File: config.mk
export PLATFORM = sky130hd
export DESIGN_NAME = execute_mem_store_queue
export DESIGN_NICKNAME = d
export VERILOG_FILES = /design/src/rtl/execute_mem_store_queue.sv
export SDC_FILE = /design/constraint.sdc
export NUM_CORES = 1
export LEC_CHECK = 0
export ABC_AREA = 1
export CORE_UTILIZATION = 45
export DETAILED_ROUTE_END_ITERATION = 8
export PLACE_DENSITY = 0.79
export REMOVE_ABC_BUFFERS = 1
export SLEW_MARGIN = 30
export SYNTH_ARGS = -nofsm -noshare
export SYNTH_HDL_FRONTEND = slang
export SYNTH_SLANG_ARGS = --single-unit
File: constraint.sdc
create_clock -name clk -period 10.25 [get_ports clk]
set_input_delay 1.5375 -clock clk [delete_from_list [all_inputs] [get_ports clk]]
set_output_delay 1.5375 -clock clk [all_outputs]
set_load 0.05 [all_outputs]
File: src/rtl/execute_mem_store_queue.sv
// In-order store queue: holds speculative stores until retire commits them, then
// drains committed entries to data memory. Define EXECUTE_MEM_SQ_FORWARD_EN for load forwarding.
module execute_mem_store_queue #(
    parameter int DEPTH = 4
) (
    input  logic                       clk,
    input  logic                       reset,
    input  logic                       i_enq_valid,
    output logic                       o_enq_ready,
    input  logic [31:0]                i_enq_addr,
    input  logic [3:0]                 i_enq_strb,
    input  logic [31:0]                i_enq_data,
    input  logic                       i_commit,
    input  logic                       i_flush,
    output logic                       o_mem_valid,
    input  logic                       i_mem_ready,
    output logic [31:0]                o_mem_addr,
    output logic [3:0]                 o_mem_strb,
    output logic [31:0]                o_mem_data,
    output logic [$clog2(DEPTH+1)-1:0] o_count,
    output logic                       o_empty
`ifdef EXECUTE_MEM_SQ_FORWARD_EN
    ,
    input  logic [31:0]                i_fwd_addr,
    output logic                       o_fwd_hit,
    output logic [3:0]                 o_fwd_strb,
    output logic [31:0]                o_fwd_data
`endif
);

    localparam int PW = $clog2(DEPTH);
    localparam int CW = $clog2(DEPTH+1);

    logic [29:0]   addr_q [DEPTH];
    logic [3:0]    strb_q [DEPTH];
    logic [31:0]   data_q [DEPTH];
    logic [PW-1:0] head, cptr, tail;
    logic [CW-1:0] count, ccount;

    logic          enq_fire, commit_fire, drain_fire;
    logic [PW-1:0] head_n, cptr_n, tail_n;
    logic [CW-1:0] count_n, ccount_n;

    // Entries store only the word address; the byte offset never reaches memory.
    logic unused_enq_lsb;
    assign unused_enq_lsb = ^i_enq_addr[1:0];

    assign o_enq_ready = (count < CW'(DEPTH));
    assign o_mem_valid = (ccount != '0);
    assign o_mem_addr  = {addr_q[head], 2'b00};
    assign o_mem_strb  = strb_q[head];
    assign o_mem_data  = data_q[head];
    assign o_count     = count;
    assign o_empty     = (count == '0);

    assign enq_fire    = i_enq_valid && o_enq_ready && !i_flush;
    assign commit_fire = i_commit && (count != ccount);
    assign drain_fire  = o_mem_valid && i_mem_ready;

    // A flush rewinds tail to the commit boundary after this cycle's commit.
    always_comb begin
        head_n   = head + PW'(drain_fire);
        cptr_n   = cptr + PW'(commit_fire);
        ccount_n = ccount + CW'(commit_fire) - CW'(drain_fire);
        tail_n   = i_flush ? cptr_n : tail + PW'(enq_fire);
        count_n  = i_flush ? ccount_n : count + CW'(enq_fire) - CW'(drain_fire);
    end

    always_ff @(posedge clk or posedge reset) begin
        if (reset) begin
            head   <= '0;
            cptr   <= '0;
            tail   <= '0;
            count  <= '0;
            ccount <= '0;
            for (int i = 0; i < DEPTH; i++) begin
                addr_q[i] <= '0;
                strb_q[i] <= '0;
                data_q[i] <= '0;
            end
        end else begin
            head   <= head_n;
            cptr   <= cptr_n;
            tail   <= tail_n;
            count  <= count_n;
            ccount <= ccount_n;
            if (enq_fire) begin
                addr_q[tail] <= i_enq_addr[31:2];
                strb_q[tail] <= i_enq_strb;
                data_q[tail] <= i_enq_data;
            end
        end
    end

`ifdef EXECUTE_MEM_SQ_FORWARD_EN
    logic          unused_fwd_lsb;
    logic [PW-1:0] fwd_idx;
    assign unused_fwd_lsb = ^i_fwd_addr[1:0];

    // Walk oldest to youngest so younger matching stores overwrite each lane.
    always_comb begin
        o_fwd_strb = '0;
        o_fwd_data = '0;
        fwd_idx    = '0;
        for (int i = 0; i < DEPTH; i++) begin
            fwd_idx = head + PW'(i);
            if (i < int'(count) && addr_q[fwd_idx] == i_fwd_addr[31:2]) begin
                for (int b = 0; b < 4; b++) begin
                    if (strb_q[fwd_idx][b]) begin
                        o_fwd_strb[b]         = 1'b1;
                        o_fwd_data[8*b +: 8]  = data_q[fwd_idx][8*b +: 8];
                    end
                end
            end
        end
    end

    assign o_fwd_hit = |o_fwd_strb;
`endif

endmodule
==> reports/summary.txt <==
result of the run: finished clean
max_slew headroom: 0.3706
final setup margin: 4.848 ns
setup repair after global routing missed its margin: false
count of antenna-violating nets left after detailed routing: 0
Hold Worst Slack: 0.4739 ns
most frequent cell after synthesis: sky130_fd_sc_hd__nand2_1
CTS tree: done
worst hold path depth: 2
remaining design rule violation count: 0
power per cell area: 405.0 nW/um^2
Netlist Area Pre-Place: 12260 um^2
number of instances resized during post-cts repair: 0
maximum number of pins on one net before global-route repair: 136
count of H-tree levels built during CTS: 1
endpoints failing setup: 0
Max Cap Viol: 0
Slew Viols, Final: 0
post-detailed-placement cell area: 13550 um^2
most frequent cells after synthesis: sky130_fd_sc_hd__nand2_1 (294), sky130_fd_sc_hd__dfrtp_1 (276), sky130_fd_sc_hd__o21ai_0 (234)
Setup TNS Final: 0 ns
core area: 26880 um^2
Synth top area share: 0.5632
Synth area leader: sky130_fd_sc_hd__dfrtp_1
Clock Tree Buf Depth: 3
number of synthesized register bits: 276
proportion of synthesized flip-flops having asynchronous set or reset: 1.000
Bufs and invs on worst path: 3
DIE HEIGHT: 167.1 um
global-route wire length before repair: 47540 um
insertion delay to the later sink of the worst-skew pair: 0.57 ns
Setup Fix Bufs, Post-CTS: 0
fin crit period: 5.402 ns
CP Capture Type: primary output
arrival time of data at the critical path endpoint: 3.86 ns
vias per inst: 5.379
type of origin of the critical path: flip-flop
cell at the slowest stage of the critical path: sky130_fd_sc_hd__clkdlybuf4s50_1
logic depth of the worst path, buffers included: 5
via count: 9800
number of cell instances on the worst register-to-register path: 7
Final Hold Violating Endpoints: 0
crit-path max FO: 68
Layout Skew: 0.03200 ns
number of instances in the synthesized netlist: 1377
family of cells with the greatest summed delay on the critical path: buffers and inverters
crit-path max cell delay: 0.87 ns
signed area change from the synthesized netlist to the final layout: 18.78%
Worst Setup SP: head[0]
sequential fraction of the synthesis area: 0.5632
total routing resource utilization after global routing: 0.2083
buffers added on ports: 143
count of routing violations after the opening detailed-route iteration: 905
Reg-to-Reg Start: o_count[2]
worst slack at placement: 5.489 ns
Layout Nets: 1541
top post-synthesis cells by area: sky130_fd_sc_hd__dfrtp_1 (56%), sky130_fd_sc_hd__o21ai_0 (9.6%), sky130_fd_sc_hd__nand2_1 (9.0%), sky130_fd_sc_hd__o21ai_1 (5.5%), sky130_fd_sc_hd__nor2_1 (4.2%)
total half-perimeter wirelength after legalization and detailed placement: 15840 um
number of core rows: 60
unique cell type count in the Yosys netlist: 24
fraction of final layout cells sized beyond drive strength 1: 0.06617
yosys synthesis warning count: 0
required time of the critical path: 8.71 ns
hold buffer count at cts: 0
achievable frequency: 185.1 MHz
Ports: 148
clock tree root driver cell: sky130_fd_sc_hd__clkbuf_16
crit-path cells: inv_4 > buf_4 > o21ai_0 > o22ai_1 > clkdlybuf4s50_1
Worst Max-Slew Pin Slew: 0.9441 ns
CTS sink count: 276
Avg Inst Size Synth: 8.906 um^2
Final Util: 0.5420
most frequently used flop master after synthesis: sky130_fd_sc_hd__dfrtp_1
worst hold path type: reg -> reg
Layout Cell Area excl Fill: 14570 um^2
wire length per cell: 15.77 um
gpl congestion: 0.8164
die area: 27920 um^2
IR drop worst, VDD: 0.2738 mV
leftover overflow at the end of global routing: 0
worst setup path class: reg -> out
source of the worst hold timing path: addr_q[64]
die extent in x: 167.1 um
Starting Density: 0.4563
number of flops mapped to enable cells by yosys: 0
antenna violations before repair: 0
standby leakage power: 6.785 nW
total iterations of the first detailed-routing run: 5
total clock buffers created by CTS: 30
Clk pin slew, worst setup/hold paths: 0.06 ns
vias in the first global route: 9388
routed wire length: 28730 um
Period Utilization, post-route: 0.5270
number of antenna repair diodes: 0
==> metrics by stage <==
step / total power [mW] / cells
after floorplan: 3.886 / 1276
after global placement: 4.744 / 1770
after detailed placement: 4.815 / 1770
after CTS: 5.933 / 1822
after global routing: 6.278 / 1822
final: 5.900 / 1822
==> layout make-up <==
| cell class | instances | area [um^2] |
|---|---|---|
| sequential | 276 | 6912 |
| tap | 341 | 426.7 |
| clock buffer | 42 | 855.8 |
| inverter | 79 | 311.5 |
| clock inverter | 10 | 153.9 |
| multi-input combinational | 921 | 4397 |
| fill | 2394 | 12310 |
| timing repair buffer | 153 | 1510 |
==> registers in the layout (all words and copies together) (netlist names) <==
| register | cells |
|---|---|
| data_q | 128 |
| addr_q | 120 |
| strb_q | 16 |
| ccount | 3 |
| o_count | 3 |
| cptr | 2 |
| head | 2 |
| tail | 2 |
==> tightest hold or removal path, cell delays in order, from the launching register on <==
cell,delay (ns)
sky130_fd_sc_hd__dfrtp_1,0.33
sky130_fd_sc_hd__nand2_1,0.06
sky130_fd_sc_hd__o21ai_2,0.05
==> path summary, 6_finish.rpt <==
kind	slack, ns	end
max	4.85	o_mem_addr[3]
min	0.47	addr_q[64]
max reg2reg	7.64	data_q[2]
min reg2reg	0.47	addr_q[64]
max in group asynchronous	7.43	addr_q[31]
min in group asynchronous	1.50	data_q[98]
==> cells by family (layout without fill, tap and decap cells) <==
logic type,after synthesis,after routing,share of synthesized area
compound gates,465,465,0.2059
simple gates,443,443,0.1403
flops,276,276,0.5632
buf+inv,181,284,0.07938
fa+ha+maj,6,6,0.007346
xor+xnor,5,5,0.003572
other cells,1,2,0.0003058
==> cells in the final DEF (no fill, tap or decap), types with 4 or more instances in the layout <==
cell	Yosys	routed
sky130_fd_sc_hd__buf_4	2	9
sky130_fd_sc_hd__clkbuf_1	51	6
sky130_fd_sc_hd__clkbuf_16	0	30
sky130_fd_sc_hd__clkbuf_8	0	6
sky130_fd_sc_hd__clkdlybuf4s50_1	0	143
sky130_fd_sc_hd__dfrtp_1	276	274
sky130_fd_sc_hd__ha_1	4	4
sky130_fd_sc_hd__inv_1	78	75
sky130_fd_sc_hd__nand2_1	294	294
sky130_fd_sc_hd__nand3_1	4	4
sky130_fd_sc_hd__nor2_1	138	138
sky130_fd_sc_hd__o21ai_0	234	234
sky130_fd_sc_hd__o21ai_1	134	134
sky130_fd_sc_hd__o21ai_2	30	30
sky130_fd_sc_hd__o22ai_1	66	66
==> where the power goes <==
part           switching [mW]  total [mW]  internal, mW
combinational            1.94        2.91         0.969
clock                   0.435        1.09         0.657
sequential              0.297        1.90          1.60
==> metal layers <==
layer | GRT usage | part of all wire | vias to the layer above
met4 | 0.04871 | 0.019 | 0
met5 | 0 | 0 | -
li1 | - | - | 4729
met2 | 0.3378 | 0.47 | 303
met1 | 0.2966 | 0.46 | 4732
met3 | 0.02852 | 0.055 | 36
Power figures use the tool's default switching activity.
